**src/rtl/alu_operand_stage.sv**
```systemverilog
// ID/EX stage ahead of the 32-bit ALU: decodes a MIPS integer instruction into a/b/aluc/wr_*.
// One-cycle latency into a valid/ready output register; holds data while out_ready is low.
module alu_operand_stage #(
  parameter int DW  = 32,
  parameter int RAW = 5
) (
  input  logic           clk,
  input  logic           rst,
  input  logic           flush,
  input  logic           in_valid,
  output logic           in_ready,
  input  logic [31:0]    instr,
  input  logic [DW-1:0]  rs_data,
  input  logic [DW-1:0]  rt_data,
  output logic           out_valid,
  input  logic           out_ready,
  output logic [DW-1:0]  a,
  output logic [DW-1:0]  b,
  output logic [3:0]     aluc,
  output logic [RAW-1:0] wr_addr,
  output logic           wr_en,
  output logic           illegal
);

  typedef struct packed {
    logic [DW-1:0]  a;
    logic [DW-1:0]  b;
    logic [3:0]     aluc;
    logic [RAW-1:0] wr_addr;
    logic           wr_en;
    logic           illegal;
  } ex_t;

  localparam logic [3:0] ALU_ADDU = 4'b0000;
  localparam logic [3:0] ALU_SUBU = 4'b0001;
  localparam logic [3:0] ALU_ADD  = 4'b0010;
  localparam logic [3:0] ALU_SUB  = 4'b0011;
  localparam logic [3:0] ALU_AND  = 4'b0100;
  localparam logic [3:0] ALU_OR   = 4'b0101;
  localparam logic [3:0] ALU_XOR  = 4'b0110;
  localparam logic [3:0] ALU_NOR  = 4'b0111;
  localparam logic [3:0] ALU_LUI  = 4'b1000;
  localparam logic [3:0] ALU_SLTU = 4'b1010;
  localparam logic [3:0] ALU_SLT  = 4'b1011;
  localparam logic [3:0] ALU_SRA  = 4'b1100;
  localparam logic [3:0] ALU_SRL  = 4'b1101;
  localparam logic [3:0] ALU_SLL  = 4'b1110;

  logic [5:0]    op;
  logic [5:0]    funct;
  logic [15:0]   imm;
  logic [DW-1:0] imm_sext;
  logic [DW-1:0] imm_zext;
  logic [DW-1:0] shamt_imm;
  logic [DW-1:0] shamt_reg;
  logic          unused_rs_field;

  assign op        = instr[31:26];
  assign funct     = instr[5:0];
  assign imm       = instr[15:0];
  assign imm_sext  = {{(DW-16){imm[15]}}, imm};
  assign imm_zext  = {{(DW-16){1'b0}}, imm};
  assign shamt_imm = {{(DW-5){1'b0}}, instr[10:6]};
  assign shamt_reg = {{(DW-5){1'b0}}, rs_data[4:0]};
  // rs arrives already resolved as rs_data, so the address field itself is not needed here.
  assign unused_rs_field = ^instr[25:21];

  ex_t  dec;
  logic dec_ok;

  always_comb begin
    dec    = '0;
    dec_ok = 1'b1;
    if (op == 6'b000000) begin
      dec.wr_addr = instr[15:11];
      dec.a       = rs_data;
      dec.b       = rt_data;
      case (funct)
        6'b100000: dec.aluc = ALU_ADD;
        6'b100001: dec.aluc = ALU_ADDU;
        6'b100010: dec.aluc = ALU_SUB;
        6'b100011: dec.aluc = ALU_SUBU;
        6'b100100: dec.aluc = ALU_AND;
        6'b100101: dec.aluc = ALU_OR;
        6'b100110: dec.aluc = ALU_XOR;
        6'b100111: dec.aluc = ALU_NOR;
        6'b101010: dec.aluc = ALU_SLT;
        6'b101011: dec.aluc = ALU_SLTU;
        6'b000000: begin dec.aluc = ALU_SLL; dec.a = shamt_imm; end
        6'b000010: begin dec.aluc = ALU_SRL; dec.a = shamt_imm; end
        6'b000011: begin dec.aluc = ALU_SRA; dec.a = shamt_imm; end
        6'b000100: begin dec.aluc = ALU_SLL; dec.a = shamt_reg; end
        6'b000110: begin dec.aluc = ALU_SRL; dec.a = shamt_reg; end
        6'b000111: begin dec.aluc = ALU_SRA; dec.a = shamt_reg; end
        default:   dec_ok = 1'b0;
      endcase
    end else begin
      dec.wr_addr = instr[20:16];
      dec.a       = rs_data;
      case (op)
        6'b001000: begin dec.aluc = ALU_ADD;  dec.b = imm_sext; end
        6'b001001: begin dec.aluc = ALU_ADDU; dec.b = imm_sext; end
        6'b001010: begin dec.aluc = ALU_SLT;  dec.b = imm_sext; end
        6'b001011: begin dec.aluc = ALU_SLTU; dec.b = imm_sext; end
        6'b001100: begin dec.aluc = ALU_AND;  dec.b = imm_zext; end
        6'b001101: begin dec.aluc = ALU_OR;   dec.b = imm_zext; end
        6'b001110: begin dec.aluc = ALU_XOR;  dec.b = imm_zext; end
        6'b001111: begin dec.aluc = ALU_LUI;  dec.a = '0; dec.b = imm_zext; end
        default:   dec_ok = 1'b0;
      endcase
    end
    // Unsupported encodings still flow through the pipe, but as a harmless zeroed bubble.
    if (!dec_ok) begin
      dec.a    = '0;
      dec.b    = '0;
      dec.aluc = 4'b0000;
    end
    dec.illegal = ~dec_ok;
    dec.wr_en   = dec_ok & (dec.wr_addr != '0);
  end

  ex_t  held;
  logic load;

  assign in_ready = ~out_valid | out_ready;
  assign load     = in_valid & in_ready & ~flush;

  // Flush only drops valid; the data register keeps its stale contents.
  always_ff @(posedge clk or posedge rst) begin
    if (rst) begin
      out_valid <= 1'b0;
      held      <= '0;
    end else if (flush) begin
      out_valid <= 1'b0;
    end else if (load) begin
      out_valid <= 1'b1;
      held      <= dec;
    end else if (out_ready) begin
      out_valid <= 1'b0;
    end
  end

  assign a       = held.a;
  assign b       = held.b;
  assign aluc    = held.aluc;
  assign wr_addr = held.wr_addr;
  assign wr_en   = held.wr_en;
  assign illegal = held.illegal;

endmodule

```
**config.mk**
```make
export PLATFORM = sky130hd
export DESIGN_NAME = alu_operand_stage
export DESIGN_NICKNAME = d
export VERILOG_FILES = /design/src/rtl/alu_operand_stage.sv
export SDC_FILE = /design/constraint.sdc
export NUM_CORES = 1
export LEC_CHECK = 0
export ABC_AREA = 1
export CORE_MARGIN = 4
export CORE_UTILIZATION = 42
export CTS_CLUSTER_SIZE = 10
export DETAILED_ROUTE_END_ITERATION = 8
export GPL_TIMING_DRIVEN = 0
export PLACE_DENSITY = 0.81
export RECOVER_POWER = 50
export SKIP_LAST_GASP = 1
export SLEW_MARGIN = 20
export SYNTH_ARGS = -nofsm -noshare
export SYNTH_HDL_FRONTEND = slang
export SYNTH_SLANG_ARGS = --single-unit
```
**constraint.sdc**
```tcl
create_clock -name clk -period 2.9 [get_ports clk]
set_clock_uncertainty 0.15 [all_clocks]
set_input_delay 0.58 -clock clk [delete_from_list [all_inputs] [get_ports clk]]
set_output_delay 0.58 -clock clk [all_outputs]
set_load 0.005 [all_outputs]
```
; ---- Word level (Yosys, flattened, before mapping)
; Cells that the tools add are included.
[totals]
output_inout_bits = 77
rom_bits = 0
memories = 0
latchBits = 0
register_bits = 76
in_bits = 101
elab_cells = 61
ramBits = 0
[classes]
n_lt_le_gt_ge = 0
multipliers = 0
add_sub_neg = 0
n_bitwise = 7
n_reduce_logical = 12
muxes = 12
n_eq_ne = 23
shifts = 0
n_div = 0
[ops]
columns = op, count
row1 = 36-bit one-hot mux with 8 select lines, 1
row2 = 73-bit two-way mux, 1
row3 = 68-bit two-way mux, 1
row4 = 32-bit one-hot mux with 2 select lines, 1
row5 = "6-bit == test, second input constant", 10
row6 = "6-bit by 4-bit == test with 1-bit output, second input constant", 8
row7 = 4-bit one-hot mux with 12 select lines, 1
row8 = 32-bit two-way mux, 1
row9 = "6-bit by 3-bit == test with 1-bit output, second input constant", 3
row10 = 16-bit OR reduction, 1
row11 = "6-bit by 2-bit == test with 1-bit output, second input constant", 2
row12 = 6-bit logical NOT, 2
row13 = 8-bit OR reduction, 1
row14 = 1-bit two-way mux, 6
row15 = 2-bit OR reduction, 3
row16 = 3-bit OR reduction, 2
row17 = 5-bit nonzero test, 1
row18 = 1-bit bitwise AND, 3
row19 = 1-bit NOT, 3
row20 = 3-bit nonzero test, 1
row21 = 2-bit AND reduction, 1
row22 = 1-bit bitwise OR, 1

; ---- Depth between registers and ports, before layout
; Gate-level depths: netlist (run 1).
[logic_depth]
depth_word = 6
ltp_mapped = 11
mapped_depth_nobuf = 10

; ---- Worst setup path before layout (run 1)
; No wires, ideal clock.
[synth_path]
path_kind = input-to-reg
startpoint = in instr[31]
endpoint = reg held (netlist bit a[10])
slack_ns = 1.015
t_arrival_ns = 1.617
stages = 10
path_buffers = 2
required_ns = 2.632
setup_ns = 0.118
path_cell_list = nor2_4 -> inv_2 -> nor2_4 -> nand2_1 -> nor2_2 -> nand3_2 -> buf_6 -> buf_6 -> nand4_1 -> nand2_1
[synth_between]
elab_chain_cells = 5
word_cells_on_any_way = 15
classes_between = eq/ne (8) / mux (5) / reduce/logical (2)
[synth_rtl]
columns = element, line
row1 = start: declaration, 12  ; input logic [31:0] instr,
row2 = 6-bit by 4-bit == test with 1-bit output, 100  ; case (op)
row3 = 8-bit OR reduction (no line), -
row4 = 1-bit two-way mux, 100
row5 = 1-bit two-way mux, 74  ; if (op == 6'b000000) begin
row6 = 68-bit two-way mux (*), 113  ; if (!dec_ok) begin
row7 = end signal: assignment, 132  ; held <= '0;
row8 = end signal: assignment, 137  ; held <= dec;
row9 = end: declaration, 122  ; ex_t held;
; Every way passes the cells marked *; elsewhere a longest branch is shown, timed or not.
; A chain may end at the register's enable or synchronous reset.

; ---- Worst setup path in the final report (run 1)
[layout_path]
startpoint = in out_ready
endpoint = out in_ready
[layout_between]
elab_chain_cells = 1
[layout_rtl]
columns = element, line
row1 = start: declaration, 16  ; input logic out_ready,
row2 = 1-bit bitwise OR, 125  ; assign in_ready = ~out_valid | out_ready;
row3 = end: declaration, 11  ; output logic in_ready,
; No other way between the ends.

==> flow_summary.json, run 1 <==
{
  "final_cell_mix": "clkdlybuf4s50_1 (135), nand2_1 (131), dfrtp_1 (76)",
  "status": "finished, violations left",
  "avgSynthCellArea_um2": 7.89,
  "critPathKind": "input port to output port",
  "syn_inst": 510,
  "r2r_start": "out_valid",
  "grt_pass1_vias": 4089,
  "routed_wl_um": 12500,
  "ys_ff_latch": 76,
  "nets": 795,
  "cts_tree": "built",
  "slew_violations": 35,
  "die-area_um2": 11200,
  "holdPathEnd": "a[10]",
  "synth.yosys.seq_area_share_pct": 47.2,
  "port_buffers": 172,
  "whs_path_depth": 2,
  "grt_pass1_wl_um": 20200,
  "dr_total_vias": 4112,
  "hp-class": "flop to flop",
  "antenna_found_initial": 0,
  "drt_pass1_iterations": 6,
  "layout_commonest_cell": "clkdlybuf4s50_1",
  "cp-end-kind": "output port",
  "grt.total_usage_pct": 22.3,
  "pwr-share-seq_pct": 47.4,
  "synth.net_count": 611,
  "synth.distinct_cells": 24,
  "clk_root_buffer_cell": "clkbuf_8",
  "p_leak_nw": 2.83,
  "ctsResizeCount": 0,
  "relSlewSlack_pct": -6.99,
  "row_count": 35,
  "syn_to_final_growth_pct": 52.2,
  "core_um2": 9280,
  "cts.clk_slew.worst_paths_ns": 0.07,
  "cts_made_buffers": 9,
  "die_height_um": 106,
  "ir_drop_v": 0.000240,
  "crit_path_start_kind": "input port",
  "period_needed_ns": 2.37,
  "drt-vias-per-instance": 4.97,
  "detail-route-antenna-nets": 0,
  "setup_viol_count_final": 0,
  "final-instance-count-excl-fill": 828,
  "cp_max_fo": 3,
  "switching_share_pct": 26.8,
  "rsz0062_at_grt": "false",
  "fin_crit_sh_pct": 81.8,
  "die_w_um": 106,
  "power_mw": 2.39,
  "synth-edff-count": 0,
  "drtIter0Drc": 210,
  "r2r_end": "b[2]",
  "hpwl_um": 9820,
  "fin_ws_ns": 0.529,
  "hold_violations": 0,
  "fmax_mhz": 422,
  "place_ws_ns": 0.198,
  "clock_power_share_pct": 34.4,
  "drive_gt1_share_pct": 8.15,
  "ios": 178,
  "max-cap-violations": 1,
  "yosys_warnings": 0,
  "powerDensity_nw_per_um2": 389,
  "reg2reg_depth": 7,
  "hp-start": "a[10]",
  "cts_sinks": 76,
  "async_reset_ff_share_pct": 100,
  "drc_errors": 1,
  "synth_ff_type": "dfrtp_1",
  "syn_area_um2": 4030,
  "p_sw_mw": 0.639,
  "initial_core_util_pct": 43.4,
  "clkLatencyLatePin_ns": 0.34,
  "comb_power_share_pct": 18.2,
  "ctsHoldBuffers": 0,
  "r2r_setup_slack_ns": 0.90,
  "clockBufferDepth": 2,
  "place_inst": 812,
  "finish.instance_area_um2": 6130,
  "tightest_slew_ns": 1.60,
  "p_int_mw": 1.75,
  "arrival_ns": 1.64,
  "wl_per_cell_um": 15.1,
  "gp_congestion": 0.900,
  "placed_area_um2": 5930,
  "cp.required_ns": 2.17,
  "grt_max_degree": 43,
  "postCtsSetupRepairBufs": 0,
  "htreeDepth": 3,
  "antennaDiodeCount": 0,
  "violations": "design-rule violations, max-capacitance violations, max-slew violations",
  "overflow": 0
}
registers in the layout (all words and copies together), names as in the netlist:
name       count
a             32
aluc           4
b             32
illegal        1
out_valid      1
wr_addr        5
wr_en          1
power by group through the flow:
stage	clock network (mW)	registers, mW	logic [mW]
global placement	0	1.15	0.436
global route	0.886	1.14	0.476
detailed placement	0	1.15	0.446
floorplan	0	1.16	0.152
finish	0.822	1.13	0.433
CTS	0.844	1.13	0.448
cell families (layout without fill, tap and decap cells):
group                  Yosys count  count (layout)  synth area share (%)
DFF                             76              76                  47.2
and+or+nand+nor                255             255                  28.8
buffers and inverters           86             275                  9.29
AOI/OAI and AO/OA               93              93                  14.7
cell type report:
| type | instances | area [um2] |
|---|---|---|
| inverters | 57 | 215 |
| clock inverters | 7 | 76.3 |
| clock buffers | 9 | 124 |
| flip-flops and latches | 76 | 1900 |
| fillers | 812 | 3160 |
| repair buffers | 173 | 1740 |
| well taps | 129 | 161 |
| multi-input cells | 348 | 1750 |
| plain buffers | 29 | 160 |
cells in the mapped netlist, types with 3 or more instances:
cell type / count / area share (%)
inv_1: 49 / 4.6
nand3_1: 31 / 3.9
clkbuf_1: 13 / 1.2
a21boi_1: 4 / 0.75
nor2_2: 4 / 0.62
nand4_1: 30 / 4.7
dfrtp_1: 76 / 47
nand2_2: 3 / 0.47
o21bai_1: 33 / 6.2
nand3_2: 3 / 0.75
nor2_4: 6 / 1.7
nor2_1: 47 / 4.4
nand2_1: 130 / 12
o21ai_0: 34 / 4.2
buf_6: 3 / 0.84
o211ai_1: 8 / 1.5
o21ai_1: 6 / 0.75
buf_2: 8 / 0.99
inv_2: 8 / 0.75
a21boi_0: 3 / 0.56
a21oi_1: 3 / 0.37
buf_4: 5 / 0.93
worst max-delay path by stage:
stage                    from       end  slack [ns]  cells after the start
floorplan                 rst      a[0]        0.23                      1
global placement          rst     b[10]       -0.98                      2
global route        out_ready      b[4]        0.40                      9
CTS                 out_ready  in_ready        0.51                      4
finish              out_ready  in_ready        0.53                      4
detailed placement  out_ready      b[0]        0.20                      9
metrics by stage:
stage	util (%)	TNS [ns]	hold slack (ns)
after CTS	66.1	0	0.338
after global placement	63.7	-74.00	0.313
after detailed placement	63.9	0	0.317
final	66.0	0	0.331
after global routing	66.0	0	0.355
after floorplan	-	0	0.323
worst max-delay path: stages:
cell and delay, ns:
clkdlybuf4s50_1 0.47, inv_2 0.04, nand2_2 0.06, clkdlybuf4s50_1 0.50
per-layer routing:
layer	track usage, %	routed length [um]	part of all wire [%]	up-vias
met5	0	0	0	-
li1	-	-	-	2029
met4	7.12	294	2.4	0
met1	27.8	5190	42	1867
met2	37.1	5890	47	194
met3	6.80	1130	9.0	22
Note: power is estimated with default switching activity, not from simulation.
==> inputs of run 2 (changes only) <==
- CORE_UTILIZATION: 42 -> 38
- PLACE_DENSITY: 0.81 -> 0.78
- clock period: 2.9 -> 2.05 ns (I/O delays scaled with it)
==> run 2 against run 1 <==
Compared with the run above: the run now ends clean; global-route usage fell by 0.99 points; via count rose by 2.1%; non-clock buffer count rose by 7; combinational power rose by 50%; wire length rose by 5.7%; sequential share of layout area fell by 1.1 points; clock power rose by 84%; core utilization fell by 4.5 points; sequential cell count did not move; worst hold slack improved by 0.0028 ns; count of clock-buffer cells in the layout rose by 3; first-iteration DRC count rose by 8.6%; largest cell class unchanged.
==> flow_summary.json, run 2 (synthesized netlist as in run 1, its figures left out) <==
{
  "ir_drop_v": 0.000272,
  "critPathKind": "input port to flop",
  "cts_made_buffers": 9,
  "final-instance-count-excl-fill": 844,
  "wl_per_cell_um": 15.6,
  "fin_crit_sh_pct": 95.4,
  "ios": 178,
  "die-area_um2": 12300,
  "rsz0062_at_grt": "true",
  "slew_violations": 0,
  "port_buffers": 172,
  "cp_max_fo": 10,
  "finish.instance_area_um2": 6350,
  "r2r_setup_slack_ns": 0.27,
  "r2r_start": "out_valid",
  "place_inst": 820,
  "routed_wl_um": 13200,
  "setup_viol_count_final": 0,
  "cts_tree": "built",
  "arrival_ns": 2.03,
  "cp.required_ns": 2.13,
  "core_um2": 10300,
  "htreeDepth": 3,
  "max-cap-violations": 0,
  "clkLatencyLatePin_ns": 0.34,
  "final_cell_mix": "clkdlybuf4s50_1 (163), nand2_1 (129), dfrtp_1 (76)",
  "detail-route-antenna-nets": 0,
  "fin_util_pct": 61.5,
  "hold_violations": 0,
  "row_count": 37,
  "crit_path_start_kind": "input port",
  "cp_slowest_cell": "clkdlybuf4s50_1",
  "layout_commonest_cell": "clkdlybuf4s50_1",
  "crit_path_cell_trace": "clkdlybuf4s50_1 > nor2_4 > nand3_2 > buf_4 > clkbuf_4 > nand3_1 > a21boi_1 > o21bai_1",
  "path_depth": 8,
  "grt_max_degree": 30,
  "drt-vias-per-instance": 4.97,
  "powerDensity_nw_per_um2": 593,
  "drt_pass1_iterations": 4,
  "drc_errors": 0,
  "crit_path_start": "instr[31]",
  "syn_to_final_growth_pct": 57.7,
  "initial_core_util_pct": 39.0,
  "power_mw": 3.76,
  "placed_area_um2": 5960,
  "path_delay_family": "buffers and inverters",
  "relSlewSlack_pct": 23.2,
  "critPathMaxStageDelay_ns": 0.46,
  "fmax_mhz": 511,
  "reg2reg_depth": 10,
  "grt.total_usage_pct": 21.3,
  "hpwl_um": 10400,
  "antenna_found_initial": 2,
  "gp_congestion": 0.849,
  "die_w_um": 111,
  "cts_sinks": 76,
  "p_leak_nw": 2.89,
  "endpoint": "b[8]",
  "status": "finished clean",
  "period_needed_ns": 1.96,
  "tightest_slew_ns": 1.15,
  "die_height_um": 111,
  "drtIter0Drc": 228,
  "path_buf_inv": 3,
  "ctsHoldBuffers": 0,
  "grt_pass1_vias": 4347,
  "overflow": 0,
  "r2r_end": "a[5]",
  "fillers": 919,
  "drive_gt1_share_pct": 10.9,
  "clk_root_buffer_cell": "clkbuf_8",
  "clockBufferDepth": 2,
  "nets": 802,
  "grt_pass1_wl_um": 21400,
  "dr_total_vias": 4197,
  "cp-end-kind": "flop",
  "cts.clk_slew.worst_paths_ns": 0.08,
  "hp-class": "flop to flop"
}
-- run 2: per-stage QoR --
stage | TNS, ns | hold slack [ns] | setup slack, ns
global route | 0 | 0.361 | 0.000107
finish | 0 | 0.334 | 0.0947
global placement | -45.72 | 0.314 | -0.446
floorplan | 0 | 0.323 | 0.335
detailed placement | -27.69 | 0.316 | -0.471
CTS | 0 | 0.337 | 0.00342
-- run 2: final cells by class --
cell class | instances | area [um2] | area share, %
Clock inverter | 4 | 120 | 1.89
Sequential cell | 76 | 1900 | 30.0
Multi-Input combinational cell | 348 | 1770 | 27.9
Buffer | 28 | 189 | 2.98
Antenna cell | 2 | 5.00 | 0.0788
Inverter | 57 | 215 | 3.39
Tap cell | 136 | 170 | 2.68
Clock buffer | 12 | 145 | 2.29
Timing Repair Buffer | 181 | 1830 | 28.9
-- run 2: metal layers --
metal  GRT usage (%)  part of all wire [%]  vias to the layer above
met5               0                     0                        -
met4            8.54                   2.7                        0
met3            6.77                   8.7                       26
met2            35.4                    48                      177
met1            25.6                    40                     1957
li1                -                     -                     2037
-- run 2: how the worst min path moves through the flow --
stage,from,end,slack [ns],depth (start not counted)
after CTS,rst,a[14],0.34,2
final,aluc[1],aluc[1],0.33,2
after global routing,a[23],a[23],0.36,2
after floorplan,aluc[1],aluc[1],0.32,2
after global placement,a[15],a[15],0.31,2
after detailed placement,a[26],a[26],0.32,2
-- run 2: power breakdown --
part	switching (mW)	internal, mW
registers	0.0399	1.56
clock network	0.543	0.967
logic	0.282	0.367
-- run 2: worst reg2reg max path, cell delays in order (launching register included) --
cell and delay (ns):
dfrtp_1 0.39, nand2_2 0.09, nand2_2 0.07, nor2_4 0.14
inv_2 0.09, nor2_4 0.11, o21a_1 0.13, clkbuf_4 0.20
buf_4 0.18, nand4_1 0.10, nand2_1 0.07
-- run 2: repair_timing --
action | CTS | global route
gates cloned | 0 | 0
pin swaps | 1 | 4
endpoints found under the setup margin | 52 | 59
buffers inserted | 1 | 6
resized for setup | 5 | 34
